**src/rtl/exc_ctrl_pkg.sv**
```systemverilog
// -----------------------------------------------------------------------------
// exc_ctrl_pkg
// Shared definitions for the exception controller slice:
//   - CP0 register addresses (status/cause/epc)
//   - ExcCode values for the supported events
//   - status/cause field bit positions
//   - FSM state enum
//   - helpers that pack the architectural status/cause words
// No ports (package).
// -----------------------------------------------------------------------------
package exc_ctrl_pkg;

  localparam logic [4:0] CP0_STATUS = 5'd12;
  localparam logic [4:0] CP0_CAUSE  = 5'd13;
  localparam logic [4:0] CP0_EPC    = 5'd14;

  localparam logic [4:0] EXC_INT = 5'd0;
  localparam logic [4:0] EXC_SYS = 5'd8;
  localparam logic [4:0] EXC_RI  = 5'd10;
  localparam logic [4:0] EXC_OV  = 5'd12;

  localparam int STATUS_IE    = 0;
  localparam int STATUS_EXL   = 1;
  localparam int STATUS_IM_LO = 10;
  localparam int CAUSE_EXC_LO = 2;
  localparam int CAUSE_IP_LO  = 10;

  typedef enum logic [1:0] {
    ST_RUN,
    ST_ENTER,
    ST_HANDLER,
    ST_LEAVE
  } state_t;

  function automatic logic [31:0] pack_status(input logic [5:0] im,
                                              input logic       exl,
                                              input logic       ie);
    logic [31:0] v;
    v                       = '0;
    v[STATUS_IM_LO +: 6]    = im;
    v[STATUS_EXL]           = exl;
    v[STATUS_IE]            = ie;
    return v;
  endfunction

  function automatic logic [31:0] pack_cause(input logic [5:0] ip,
                                             input logic [4:0] exccode);
    logic [31:0] v;
    v                       = '0;
    v[CAUSE_IP_LO  +: 6]    = ip;
    v[CAUSE_EXC_LO +: 5]    = exccode;
    return v;
  endfunction

endpackage

```
**src/rtl/exc_ctrl_irq_sync.sv**
```systemverilog
// -----------------------------------------------------------------------------
// irq_sync
// Two-flop synchronizer for the external interrupt lines. Only instantiated
// when EXC_CTRL_IRQ_SYNC_EN is defined.
// Ports:
//   clk      in   clock
//   reset    in   synchronous active-high reset, clears both flop stages
//   i_async  in   6 raw interrupt lines
//   o_sync   out  6 synchronized lines (two-cycle latency)
// -----------------------------------------------------------------------------
module irq_sync (
  input  logic       clk,
  input  logic       reset,
  input  logic [5:0] i_async,
  output logic [5:0] o_sync
);

  logic [5:0] r_meta;
  logic [5:0] r_sync;

  always_ff @(posedge clk) begin
    if (reset) begin
      r_meta <= '0;
      r_sync <= '0;
    end else begin
      r_meta <= i_async;
      r_sync <= r_meta;
    end
  end

  assign o_sync = r_sync;

endmodule

```
**src/rtl/exc_ctrl.sv**
```systemverilog
// -----------------------------------------------------------------------------
// exc_ctrl
// CP0-style exception/interrupt controller. Holds status, cause and epc,
// arbitrates the committing instruction's events, and produces a one-cycle
// redirect/flush pulse on handler entry (to HANDLER_VEC) and on ERET (to epc).
// Optional build macro: EXC_CTRL_IRQ_SYNC_EN -- routes int_req through a
// 2-flop synchronizer (irq_sync) before it reaches cause.IP.
// Ports:
//   clk, reset              clock, synchronous active-high reset
//   pc, pc_valid            committing instruction and its valid
//   exc_sys/exc_ri/exc_ov   exceptions of the committing instruction
//   eret                    committing instruction is ERET
//   int_req[5:0]            level-sensitive interrupt lines
//   cp0_we/addr/wdata       MTC0 write port
//   cp0_rdata               combinational MFC0 read of cp0_addr
//   redirect, redirect_pc   fetch restart pulse and target
//   flush                   same as redirect
//   exl                     status.EXL
// -----------------------------------------------------------------------------
module exc_ctrl
  import exc_ctrl_pkg::*;
#(
  parameter logic [31:0] HANDLER_VEC = 32'h0000_0800
) (
  input  logic        clk,
  input  logic        reset,
  input  logic [31:0] pc,
  input  logic        pc_valid,
  input  logic        exc_sys,
  input  logic        exc_ri,
  input  logic        exc_ov,
  input  logic        eret,
  input  logic [5:0]  int_req,
  input  logic        cp0_we,
  input  logic [4:0]  cp0_addr,
  input  logic [31:0] cp0_wdata,
  output logic [31:0] cp0_rdata,
  output logic        redirect,
  output logic [31:0] redirect_pc,
  output logic        flush,
  output logic        exl
);

  state_t      r_state;
  state_t      w_state_nxt;
  logic [5:0]  r_im;
  logic        r_exl;
  logic        r_ie;
  logic [4:0]  r_exccode;
  logic [31:0] r_epc;

  logic [5:0]  w_ip;
  logic        w_int_pend;
  logic        w_any_evt;
  logic [4:0]  w_exccode;
  logic        w_take_exc;
  logic        w_take_eret;

  // Only the IM/EXL/IE bits of an MTC0 write are stored.
  logic        w_unused_wdata;
  assign w_unused_wdata = ^{cp0_wdata[31:16], cp0_wdata[9:2]};

`ifdef EXC_CTRL_IRQ_SYNC_EN
  irq_sync u_irq_sync (
    .clk     (clk),
    .reset   (reset),
    .i_async (int_req),
    .o_sync  (w_ip)
  );
`else
  assign w_ip = int_req;
`endif

  assign w_int_pend = (|(w_ip & r_im)) && r_ie && !r_exl;
  assign w_any_evt  = w_int_pend | exc_ri | exc_ov | exc_sys;

  // Priority: interrupt > reserved instruction > overflow > syscall.
  always_comb begin
    w_exccode = EXC_SYS;
    if (w_int_pend)  w_exccode = EXC_INT;
    else if (exc_ri) w_exccode = EXC_RI;
    else if (exc_ov) w_exccode = EXC_OV;
  end

  always_ff @(posedge clk) begin
    if (reset) r_state <= ST_RUN;
    else       r_state <= w_state_nxt;
  end

  // ENTER/LEAVE ignore the commit interface; they only emit the pulse.
  always_comb begin
    w_state_nxt = r_state;
    w_take_exc  = 1'b0;
    w_take_eret = 1'b0;
    redirect    = 1'b0;
    redirect_pc = '0;
    case (r_state)
      ST_RUN: begin
        if (pc_valid && w_any_evt) begin
          w_take_exc  = 1'b1;
          w_state_nxt = ST_ENTER;
        end
      end
      ST_ENTER: begin
        redirect    = 1'b1;
        redirect_pc = HANDLER_VEC;
        w_state_nxt = ST_HANDLER;
      end
      ST_HANDLER: begin
        if (pc_valid && w_any_evt) begin
          w_take_exc  = 1'b1;
          w_state_nxt = ST_ENTER;
        end else if (pc_valid && eret && r_exl) begin
          // An ERET seen after software cleared EXL is a no-op.
          w_take_eret = 1'b1;
          w_state_nxt = ST_LEAVE;
        end
      end
      ST_LEAVE: begin
        redirect    = 1'b1;
        redirect_pc = r_epc;
        w_state_nxt = ST_RUN;
      end
      default: w_state_nxt = ST_RUN;
    endcase
  end

  assign flush = redirect;
  assign exl   = r_exl;

  // MTC0 first; a same-edge event or ERET then overrides the fields it owns.
  always_ff @(posedge clk) begin
    if (reset) begin
      r_im      <= '0;
      r_exl     <= 1'b0;
      r_ie      <= 1'b0;
      r_exccode <= '0;
      r_epc     <= '0;
    end else begin
      if (cp0_we) begin
        case (cp0_addr)
          CP0_STATUS: begin
            r_im  <= cp0_wdata[STATUS_IM_LO +: 6];
            r_exl <= cp0_wdata[STATUS_EXL];
            r_ie  <= cp0_wdata[STATUS_IE];
          end
          CP0_EPC: r_epc <= cp0_wdata;
          default: ;
        endcase
      end
      if (w_take_exc) begin
        // Nested exceptions keep the original return address.
        if (!r_exl) r_epc <= pc;
        r_exccode <= w_exccode;
        r_exl     <= 1'b1;
      end else if (w_take_eret) begin
        r_exl <= 1'b0;
      end
    end
  end

  always_comb begin
    cp0_rdata = '0;
    case (cp0_addr)
      CP0_STATUS: cp0_rdata = pack_status(r_im, r_exl, r_ie);
      CP0_CAUSE:  cp0_rdata = pack_cause(w_ip, r_exccode);
      CP0_EPC:    cp0_rdata = r_epc;
      default:    cp0_rdata = '0;
    endcase
  end

endmodule

```
**config.mk**
```make
export PLATFORM = sky130hd
export DESIGN_NAME = exc_ctrl
export DESIGN_NICKNAME = d
export VERILOG_FILES = /design/src/rtl/exc_ctrl_pkg.sv /design/src/rtl/exc_ctrl_irq_sync.sv /design/src/rtl/exc_ctrl.sv
export SDC_FILE = /design/constraint.sdc
export NUM_CORES = 1
export LEC_CHECK = 0
export CAP_MARGIN = 15
export CORE_MARGIN = 2
export CORE_UTILIZATION = 40
export CTS_CLUSTER_SIZE = 20
export DETAILED_ROUTE_END_ITERATION = 12
export PLACE_DENSITY = 0.82
export RECOVER_POWER = 25
export SYNTH_ARGS = -nofsm -noshare
export SYNTH_HDL_FRONTEND = slang
export SYNTH_SLANG_ARGS = --single-unit
```
**constraint.sdc**
```tcl
create_clock -name clk -period 1.7 [get_ports clk]
set_input_delay 0.34 -clock clk [delete_from_list [all_inputs] [get_ports clk]]
set_output_delay 0.34 -clock clk [all_outputs]
set_load 0.05 [all_outputs]
```
After elaboration in Yosys (flattened, before gate mapping)

Index checks and enable logic that the tools add are counted.

Flip-flop bits (word level): 47
Bits in latches: 0
Bits in writable memories: 0
Bits in read-only memories: 0
Input bits: 83
Word-level logic and storage cells: 56
Memories kept: 0

Add/sub/neg operators: 0
Multipliers: 0
Divide/modulo/power cells: 0
Order comparisons: 0
Eq/ne operators: 8
Shift-type cells: 0
Multiplexer cells: 23
Bitwise operators: 4
Reduce and logical (&&, ||, !) cells: 15

Operators by type and width:

| operator                                                        | number |
|---|---|
| 32-bit 2-to-1 mux                                               | 4 |
| 32-bit one-hot mux with 3 select lines                          | 1 |
| 32-bit one-hot mux with 2 select lines                          | 1 |
| 5-bit by 4-bit == test with 1-bit output, second input constant | 3 |
| 1-bit 2-to-1 mux                                                | 10 |
| 2-bit one-hot mux with 4 select lines                           | 1 |
| 6-bit AND                                                       | 1 |
| 2-bit 2-to-1 mux                                                | 3 |
| 3-bit 2-to-1 mux                                                | 2 |
| 2-bit AND reduction                                             | 3 |
| 3-bit nonzero test                                              | 2 |
| 6-bit OR reduction                                              | 1 |
| 1-bit logical AND                                               | 5 |
| 2-bit == test, second input constant                            | 2 |
| 4-bit 2-to-1 mux                                                | 1 |
| 2-bit OR reduction                                              | 2 |
| 3-bit != test, second input constant                            | 1 |
| 1-bit bitwise OR                                                | 3 |
| 2-bit by 1-bit == test with 1-bit output, second input constant | 1 |
| 2-bit zero test                                                 | 1 |
| 2-bit != test, second input constant                            | 1 |
| 1-bit zero test                                                 | 1 |

Longest topological paths before layout

Gate-level depths: netlist of the first run.

Depth after elaboration: 12
Depth in mapped cells: 7
Depth with buffers taken out: 4

Worst setup path before layout of the first run

No wires, ideal clock.

Kind: input port to output port
Start point: input port cp0_addr[4]
End point: output port cp0_rdata[10]
Data arrival time: 1.950 ns
Path slack: -0.590 ns
Stages: 3
Cells stage by stage: or3_1 clkbuf_1 o21ai_0

Word-level cells in the longest chain between the ends: 2
Elaborated cells on any way between the ends: 4
Those cells by class: eq/ne (3); mux (1)

Ends and longest elaborated chain:

| element                                  | RTL line        | text |
|---|---|---|
| start, declared                          | exc_ctrl.sv:35  | `input logic [4:0] cp0_addr,` |
| 5-bit by 4-bit == test with 1-bit output | exc_ctrl.sv:164 | `case (cp0_addr)` |
| 32-bit one-hot mux with 3 select lines * | exc_ctrl.sv:164 |  |
| end, declared                            | exc_ctrl.sv:37  | `output logic [31:0] cp0_rdata,` |

Mark *: on every way between the ends. The rest lies on a longest branch, timed or not.

Worst setup path in the final report of the first run

Start point: input port cp0_addr[2]
End point: output port cp0_rdata[10]

Same word-level chain as after synthesis.

==> results of run 1 <==
==> stage by stage <==
| stage | setup TNS, ps | cells |
|---|---|---|
| 2_1_floorplan | -683 | 309 |
| 3_3_place_gp | -26180 | 552 |
| 3_5_place_dp | -30790 | 552 |
| 4_1_cts | -181 | 569 |
| 5_1_grt | -2370 | 574 |
| 6_report | -816 | 574 |
==> final cells by class <==
| type | count | area, um2 | share of cell area |
|---|---|---|---|
| Timing Repair Buffer | 194 | 2700 | 0.459 |
| Clock buffer | 7 | 86.3 | 0.0147 |
| Sequential cell | 45 | 905 | 0.154 |
| Multi-Input combinational cell | 229 | 2070 | 0.351 |
| Tap cell | 96 | 120 | 0.0204 |
| Inverter | 3 | 11.3 | 0.00191 |
==> layer usage <==
layer	global-route usage	up-vias
met5	0	-
met4	0.0923	0
met3	0.0688	59
met2	0.545	207
met1	0.348	1631
li1	-	1484
==> cell usage in the layout, fill, tap and decap left out, types with 3 or more instances in the layout <==
cell type and count:
nor2_1 8, a21oi_1 34, and2_4 23, o21ai_4 6
clkdlybuf4s50_1 68, o21ai_0 3, a32o_2 3, mux2i_4 3
dlymetal6s2s_1 4, clkbuf_8 6, dlygate4sd2_1 4, mux2i_1 37
buf_4 26, and3_1 31, nand2_4 7, buf_6 7
clkbuf_16 3, nand3_1 4, inv_1 3, buf_12 72
nand2b_4 3, a211oi_2 31, buf_8 5, dfxtp_2 3
mux2i_2 4, dfxtp_1 42
==> power breakdown <==
part	internal (mW)	switching (mW)	leakage [nW]
Clock	0.324	0.363	0.0443
Sequential	1.14	0.0870	0.372
Combinational	0.436	0.387	1.95
==> sequential cells by signal, summed over array words and instances, names as in the netlist <==
| register | cells |
|---|---|
| r_exccode | 3 |
| r_im | 6 |
| r_state | 2 |
| exl | 1 |
| r_epc | 32 |
| r_ie | 1 |
==> final timing paths <==
path                      from       endpoint  slack, ps  cells past startpoint
hold / removal           reset            exl        380                      2
setup / recovery   cp0_addr[2]  cp0_rdata[10]        -80                      9
setup reg to reg       r_im[1]      r_epc[11]        -10                      5
hold reg to reg   r_exccode[1]   r_exccode[1]        490                      2
==> logic make-up after synthesis <==
kind of cell           count (synthesis)  synth area share
AO/OA/AOI/OAI                         92             0.266
AND/OR/NAND/NOR                       92             0.194
buffers and inverters                 36            0.0631
multiplexers                          44             0.156
flip-flops                            45             0.320
==> synth_stat cells, drive strengths merged <==
| cell | instances |
|---|---|
| inv | 3 |
| clkbuf | 19 |
| nor3b | 2 |
| o221ai | 1 |
| nand2 | 8 |
| nand2b | 5 |
| a311oi | 2 |
| a21oi | 35 |
| o311ai | 1 |
| and2 | 22 |
| a32o | 3 |
| a311o | 1 |
| a31oi | 1 |
| nor3 | 4 |
| or4 | 1 |
| nor2 | 10 |
| o21ai | 9 |
| a22o | 2 |
| a21o | 1 |
| and3 | 31 |
| or3 | 2 |
| buf | 14 |
| a211oi | 31 |
| dfxtp | 45 |
| a22oi | 3 |
| a31o | 1 |
| mux2i | 44 |
| a221oi | 1 |
| nand4b | 2 |
| nor2b | 1 |
| nand3 | 4 |
==> critical path, cell delays in order <==
cell and delay [ps]:
buf_8 80, nand2_4 50, buf_6 120, nor3_4 180, buf_6 190, buf_12 160, nand2_4 70, o21ai_4 90
buf_12 160
==> timing repair <==
action / in CTS / in global routing
setup buffers: 5 / 3
pin swaps: 20 / 7
cloned: 5 / 3
setup endpoints to repair: 66 / 85
gates resized for setup: 97 / 25
hold buffers: 0 / 0
==> results.md, run 1 <==
* DR top layer: met4
* Layout area overhead at 109%
* CTS buffer count at 5
* Die Height at 87.9 um
* YS warnings at 0
* Iter 0 DRT Violations at 212
* DRT antenna net count at 0
* Relative slew slack at 0.777
* Tightest hold margin at 381 ps
* Cells after Synth at 309
* Cell row count at 30
* First-pass GRT wire length at 17,900 um
* Clock Sinks at 45
* IO Port Bufs at 149
* Layout Skew at 4.67 ps
* Synthesized area per cell at 9.11 um2
* Max Cap Violations at 0
* Drt total wl at 12,700 um
* Clock Root Buffer: clkbuf_8
* Lkg Pwr at 2.36 nW
* Initial antenna violation count at 0
* Fin util at 0.867
* Synth unique cells at 39
* Drt wl/cell at 22.2 um
* Post-route cell area at 0.00589 mm2
* Netlist Area Pre-Place at 0.00282 mm2
* M1 wire length at 4680 um
* Width of the die at 87.9 um
* Largest net degree at the start of global routing at 37
* CTS clk-pin slew, worst paths at 90 ps
* Slew Limit Fails at 0
* Unrepaired setup endpoints after global routing: true
* Min Tclk post-route at 1780 ps
* Pwr Density at 464 mW/mm2
* Max Freq at 0.562 GHz
* Post-synth top area cell: dfxtp_1
* Top-area cell type share of the netlist area at 0.320
* Worst-margin pin slew at 325 ps
* Num ports at 150
* Critical Path Fanout Max at 8
* Met3 wire length at 953 um
* Final #Nets at 561
* Sequential fraction of the synthesis area at 0.320
* Total global routing overflow at 0
* Layout cell share with drive strength beyond 1 at 0.462
* Vias in the first global route at 3,533
* CTS tree: yes
* DRC at 0
* Final hold violations at 0
* Crit start category: primary input
* TritonRoute pass-1 iters at 5
* Critical Path RT at 1360 ps
* Core footprint at 0.00679 mm2
* Vias at 3,381
* Total power at 2.73 mW
* WP data arrival at 1440 ps
* Hold Crit Class: primary input to flop
* CTS H-tree lvls at 2
* Crit end category: primary output
* Synth area leaders: dfxtp_1, mux2i_1, a211oi_2
* Final worst path period share at 1.05
* Dpl cell area at 0.00527 mm2
* WL met2 at 6570 um
* CTS Buffer Depth at 2
* Antenna fix cells at 0
* Hpwl dp at 7560 um
* Clk_lat worst skew at 290 ps
* RePlAce Congestion at 0.853
* VDD IR-drop max at 0.000354 V
* GRT Util Overall at 0.300
* Setup Crit Path Kind: primary input to primary output
* Via/cell ratio at 5.89
* Pre-CTS WS at -479 ps
* Initial Util at 0.414
* Yosys reg bits at 45
* Setup Viol. Count Final at 23
* Syn Nets at 392
* Post-route setup slack at -80.1 ps
* Die area at 0.00772 mm2
* Status: finished with violations
* Violated checks: setup timing
* Fillers at 332
Power figures use the tool's default switching activity.
==> run 2, diff against run 1 <==
--- a/config.mk
+++ b/config.mk
@@ -7,10 +7,11 @@
 export LEC_CHECK = 0
 export CAP_MARGIN = 15
 export CORE_MARGIN = 2
-export CORE_UTILIZATION = 40
+export CORE_UTILIZATION = 41
+export CTS_BUF_LIST = sky130_fd_sc_hd__clkbuf_4 sky130_fd_sc_hd__clkbuf_8
 export CTS_CLUSTER_SIZE = 20
 export DETAILED_ROUTE_END_ITERATION = 12
-export PLACE_DENSITY = 0.82
+export PLACE_DENSITY = 0.83
 export RECOVER_POWER = 25
 export SYNTH_ARGS = -nofsm -noshare
 export SYNTH_HDL_FRONTEND = slang
==> run 2 against run 1 <==
  * The flow still finishes with violations (setup timing)
  * Cell count fell by 2.4%
  * Register-to-register slack got worse by 50 ps
  * Final area shrank 2.0%
  * Clock power rose by 27%
  * Utilization down 0.80 points
  * Clock-buffer cell count stayed put
  * Critical path depth shrank 1
  * Die area fell by 2.3%
  * Flip-flop and latch count did not move
  * Power rose by 5.8%
  * Hold slack improved by 0.51 ps
  * First-iteration DRC count fell by 24%
  * Largest power group unchanged
==> results.md, run 2 (synthesis results as in run 1) <==
* Status: finished with violations
* Violated checks: setup timing
* CTS buffer count at 5 (unchanged)
* Drt total wl at 12,200 um (-4.2%)
* Drt wl/cell at 21.8 um (-1.8%)
* VDD IR-drop max at 0.000351 V (-0.72%)
* Critical Path Fanout Max at 6 (-2)
* Lkg Pwr at 2.31 nW (-2.1%)
* Final #Nets at 562 (+0.18%)
* Fin cells at 560 (-2.4%)
* Unrepaired setup endpoints after global routing: true
* Hold EP: r_im[3]
* Hold Crit Class: primary input to flop
* CTS Buffer Depth at 2 (unchanged)
* Iter 0 DRT Violations at 161 (-24%)
* WP data arrival at 1520 ps (+80 ps)
* Slew Limit Fails at 0 (unchanged)
* Critical Path RT at 1360 ps (about the same)
* Most frequent cells in the layout: buf_12, clkdlybuf4s50_1, mux2i_1, dfxtp_1, a21oi_1
* Hold path depth at 2 (unchanged)
* DRC at 0 (unchanged)
* R2R depth at 5 (unchanged)
* Cell row count at 30 (unchanged)
* Final worst path period share at 1.10 (+0.0494)
* Max Freq at 0.536 GHz (-4.5%)
* Largest net degree at the start of global routing at 40 (+8.1%)
* Setup Crit Path Kind: primary input to primary output
* Antenna fix cells at 0 (unchanged)
* Final hold violations at 0 (unchanged)
* Via/cell ratio at 5.88 (-0.11%)
* Clock Root Buffer: clkbuf_8
* Sw power at 0.822 mW (-1.8%)
* Sequential cell area at 906 um2 (+0.14%)
* Layout Skew at 9.87 ps (+5.20 ps)
* Max reg flops at 32 (unchanged)
* Initial Util at 0.419 (+0.00463)
* Min Tclk post-route at 1860 ps (+84.1 ps)
* First-pass GRT wire length at 17,100 um (-4.2%)
* Width of the die at 86.9 um (-1.2%)
* R2R Path Start: r_im[0]
* Die area at 0.00755 mm2 (-2.3%)
* Num ports at 150 (unchanged)
* Logic pwr share at 0.281 (-0.020)
* GRT Util Overall at 0.294 (-0.00630)
* Initial antenna violation count at 0 (unchanged)
* Largest regs: r_epc: 32 flops, r_im: 6 flops, r_exccode: 3 flops
* Pint at 2.07 mW (+9.1%)
* Vias in the first global route at 3,421 (-3.2%)
* Core footprint at 0.00672 mm2 (-1.1%)
* Cells after DPL at 535 (-3.1%)
* Pre-CTS WS at -499 ps (-21.0 ps)
* Hpwl dp at 7670 um (+1.4%)
* Pwr Density at 501 mW/mm2 (+8.0%)
* Fillers at 333 (+0.30%)
* Min-delay src: reset
* Post-route setup slack at -164 ps (-84.1 ps)
* RePlAce Congestion at 0.893 (+4.7%)
* Clk_lat worst skew at 300 ps (about the same)
* IO Port Bufs at 149 (unchanged)
* Layout area overhead at 105%
* CTS H-tree lvls at 2 (unchanged)
* Die Height at 86.9 um (-1.2%)
* CTS clk-pin slew, worst paths at 90 ps (about the same)
* Crit start category: primary input
* Crit end category: primary output
* R2R Path End: r_epc[11]
* DRT antenna net count at 0 (unchanged)
* Commonest non-fill, non-tap cell in the layout: buf_12
* Clock Sinks at 45 (unchanged)
* Hold_buf cts at 0 (unchanged)
* Reg power frac at 0.418 (-0.030)
* Vias at 3,295 (-2.5%)
* Worst-margin pin slew at 413 ps (+87.8 ps)
* Biggest register: r_epc
* Clock network power share at 0.300 (+0.049)
* TritonRoute pass-1 iters at 4 (-1)
* Area of the multi-input gates at 0.00194 mm2 (-6.3%)
* Setup Viol. Count Final at 56 (+140%)
* Layout cell share with drive strength beyond 1 at 0.440 (-0.0228)
* Sw Share at 0.284 (-0.0218)
* CTS tree: yes
* Total global routing overflow at 0 (unchanged)
* Relative slew slack at 0.725 (-0.0523)
* Max Cap Violations at 0 (unchanged)
* FF-to-FF setup slack at -60 ps (-50 ps)
[run 2: worst max-delay path by stage]
stage,start,endpoint,slack [ps],depth (start not counted)
2_1_floorplan,cp0_addr[3],cp0_rdata[10],-70,4
6_report,cp0_addr[4],cp0_rdata[29],-160,8
5_1_grt,cp0_addr[4],cp0_rdata[29],-160,8
4_1_cts,cp0_addr[2],cp0_rdata[3],-80,9
3_5_place_dp,cp0_addr[1],cp0_rdata[14],-500,7
3_3_place_gp,cp0_addr[1],cp0_rdata[17],-440,6
[run 2: worst max-delay path, cell delays in order]
cell and delay (ps):
buf_8 100, nand2b_4 150, nor3_4 230, buf_6 140, buf_6 120, buf_12 120, and2_4 170, buf_12 140
[run 2: layer usage]
layer	GRT usage	wire length, um	vias to the layer above
li1	-	-	1486
met1	0.349	4730	1604
met2	0.503	6210	165
met3	0.0635	708	40
met4	0.136	543	0
met5	0	0	-
[run 2: final cells by class]
cell class                      count  area share
Timing Repair Buffer              195       0.467
Multi-Input combinational cell    229       0.335
Sequential cell                    45       0.157
Tap cell                           80      0.0173
Clock buffer                        7      0.0156
Clock inverter                      1     0.00520
Inverter                            3     0.00195
[run 2: stage by stage]
step | power, mW | hold slack (ps) | instance area (um2) | TNS (ps) | util
after global routing | 3.00 | 388 | 5770 | -6150 | 0.859
final | 2.89 | 382 | 5770 | -3780 | 0.859
after CTS | 2.84 | 365 | 5610 | -1750 | 0.835
after floorplan | 1.57 | 447 | 2890 | -683 | -
after global placement | 1.92 | 477 | 5260 | -26660 | 0.782
after detailed placement | 1.95 | 478 | 5260 | -29900 | 0.782
[run 2: repair_timing]
action / in CTS / in global routing
pin swaps: 13 / 5
setup buffers: 8 / 6
setup endpoints to repair: 77 / 66
gates resized for setup: 58 / 28
gates cloned: 4 / 1
[run 2: power by group through the flow]
stage	clock [mW]	combinational, mW	sequential [mW]
floorplan	0	0.365	1.21
global placement	0	0.696	1.22
detailed placement	0	0.720	1.23
CTS	0.878	0.759	1.21
global route	0.927	0.853	1.22
finish	0.868	0.814	1.21
==> run 3, diff against run 2 <==
--- a/config.mk
+++ b/config.mk
@@ -16,3 +16,4 @@
 export SYNTH_ARGS = -nofsm -noshare
 export SYNTH_HDL_FRONTEND = slang
 export SYNTH_SLANG_ARGS = --single-unit
+export TNS_END_PERCENT = 1
==> run 3 against run 2 <==
  * The flow still finishes with violations (setup timing)
  * Utilization fell by 1.0 points
  * Die area did not move
  * Sequential share of layout area rose by 0.12 points
  * Clock power rose by 0.6%
  * Non-clock buffer count fell by 7
  * Cell count fell by 1.3%
  * Largest power group unchanged
==> results.md, run 3 (synthesis results as in run 1) <==
* Initial Util at 0.419 (unchanged)
* Critical Path Fanout Max at 8 (+2)
* DRT antenna net count at 0 (unchanged)
* R2R depth at 5 (unchanged)
* TritonRoute pass-1 iters at 4 (unchanged)
* Crit path cell chain: buf_8 -> nand2b_4 -> nor3_4 -> buf_6 -> buf_16 -> a32o_2 -> buf_12
* Post-route setup slack at -85.3 ps (+78.9 ps)
* Clock Sinks at 45 (unchanged)
* VDD IR-drop max at 0.000400 V (+14%)
* CTS Buffer Depth at 2 (unchanged)
* Fin util at 0.849 (-0.0101)
* Max reg flops at 32 (unchanged)
* Crit start category: primary input
* Total power at 2.89 mW (-0.16%)
* DRC at 0 (unchanged)
* Drt wl/cell at 21.6 um (-0.81%)
* CTS tree: yes
* FF-to-FF setup slack at 90 ps (+150 ps)
* Slew Limit Fails at 0 (unchanged)
* Crit-path max cell delay at 230 ps (about the same)
* Critical Path RT at 1360 ps (about the same)
* Final worst path period share at 1.05 (-0.0464)
* Final #Nets at 555 (-1.2%)
* Relative slew slack at 0.606 (-0.118)
* Hold EP: r_im[0]
* Initial antenna violation count at 0 (unchanged)
* Max Cap Violations at 0 (unchanged)
* Max Freq at 0.560 GHz (+4.4%)
* Final hold violations at 0 (unchanged)
* Via/cell ratio at 5.82 (-1.1%)
* Worst-margin pin slew at 593 ps (+180 ps)
* Biggest register: r_epc
* Hold path depth at 2 (unchanged)
* Width of the die at 86.9 um (unchanged)
* Fillers at 350 (+5.1%)
* Violated checks: setup timing
* Vias at 3,217 (-2.4%)
* CTS clk-pin slew, worst paths at 80 ps (about the same)
* Cell row count at 30 (unchanged)
* Drt total wl at 11,900 um (-2.1%)
* Most frequent cells in the layout: clkdlybuf4s50_1, buf_12, dfxtp_1
* Antenna fix cells at 0 (unchanged)
* CTS H-tree lvls at 2 (unchanged)
* GRT Util Overall at 0.309 (+0.0150)
* RePlAce Congestion at 0.859 (-3.7%)
* Largest net degree at the start of global routing at 39 (-2.5%)
* Layout Skew at 7.56 ps (-2.31 ps)
* First-pass GRT wire length at 17,700 um (+3.4%)
* Clk_lat worst skew at 300 ps (about the same)
* Hpwl dp at 7520 um (-1.9%)
* Setup Viol. Count Final at 33 (-41%)
* Status: finished with violations
* Largest regs: r_epc: 32 flops, r_im: 6 flops, r_exccode: 3 flops
* Layout area overhead at 103%
* Hold Crit Class: primary input to flop
* Iter 0 DRT Violations at 140 (-13%)
* Lkg Pwr at 2.22 nW (-4.1%)
* Min Tclk post-route at 1790 ps (-78.9 ps)
* Die area at 0.00755 mm2 (unchanged)
* IO Port Bufs at 149 (unchanged)
* Num ports at 150 (unchanged)
* Total global routing overflow at 0 (unchanged)
* WP data arrival at 1450 ps (-70 ps)
* Commonest non-fill, non-tap cell in the layout: clkdlybuf4s50_1
* Crit path launch: cp0_addr[4]
* CTS buffer count at 5 (unchanged)
* Clock Root Buffer: clkbuf_8
* Die Height at 86.9 um (unchanged)
* Vias in the first global route at 3,405 (-0.47%)
* Core footprint at 0.00672 mm2 (unchanged)
* Setup Crit Path Kind: primary input to primary output
* Layout cell share with drive strength beyond 1 at 0.448 (+0.00862)
* CP max-delay cell: nor3_4
* Hold_buf cts at 0 (unchanged)
* Pwr Density at 506 mW/mm2 (+1.0%)
* Unrepaired setup endpoints after global routing: true
* Min-delay src: reset
* R2R Path End: r_epc[9]
* Crit end category: primary output
* R2R Path Start: exl
==> run 3: changes by cell type in the layout (fill, tap and decap cells not counted), sizes merged <==
cell	before	now
dlymetal6s2s	7	0
clkbuf	14	12
buf	112	107
clkdlybuf4s50	69	76
==> run 3: how the worst max path moves through the flow <==
stage                    endpoint  slack (ps)  cells past startpoint
floorplan           cp0_rdata[10]         -70                      4
global placement    cp0_rdata[11]        -440                      6
detailed placement      r_epc[11]        -490                      5
CTS                  cp0_rdata[3]        -120                      9
global route         cp0_rdata[5]        -120                      7
finish               cp0_rdata[5]         -90                      7
==> run 3: layout make-up <==
type / instances / area [um2] / share of cell area
repair buffers: 188 / 2560 / 0.448
multi-input cells: 229 / 2010 / 0.353
flip-flops and latches: 45 / 902 / 0.158
well taps: 80 / 100 / 0.0176
clock buffers: 7 / 90.1 / 0.0158
clock inverters: 1 / 30.0 / 0.00527
inverters: 3 / 11.3 / 0.00197
==> run 3: where the power goes <==
part / internal, mW / switching [mW]
logic: 0.425 / 0.373
registers: 1.14 / 0.0790
clock network: 0.496 / 0.377
==> run 3: critical path: cells and delay by family <==
kind / cells / cell delay, ps
compound gates: 1 / 180
buf+inv: 4 / 550
simple gates: 2 / 370
==> run 3: through the flow <==
step | hold WS (ps) | setup slack, ps | cell area [um2] | setup TNS (ps) | cells
after floorplan | 447 | -67.7 | 2880 | -501 | 309
after global placement | 482 | -445 | 5260 | -26660 | 536
after detailed placement | 494 | -487 | 5260 | -30620 | 536
after CTS | 365 | -117 | 5690 | -1070 | 553
after global routing | 409 | -122 | 5700 | -3660 | 553
final | 396 | -85.3 | 5700 | -1810 | 553
==> run 3: what timing repair did <==
action                     4_1_cts  5_1_grt
setup buffers                    5        1
setup endpoints to repair       65       61
gates resized for setup         77       24
pin swaps                       13        9
gates cloned                     4        0
==> run 3: metal layers <==
layer,global-route usage,up-vias,routed length (um)
li1,-,1471,-
met1,0.355,1572,4500
met5,0,-,0
met2,0.548,146,6300
met4,0.118,0,276
met3,0.0768,28,868
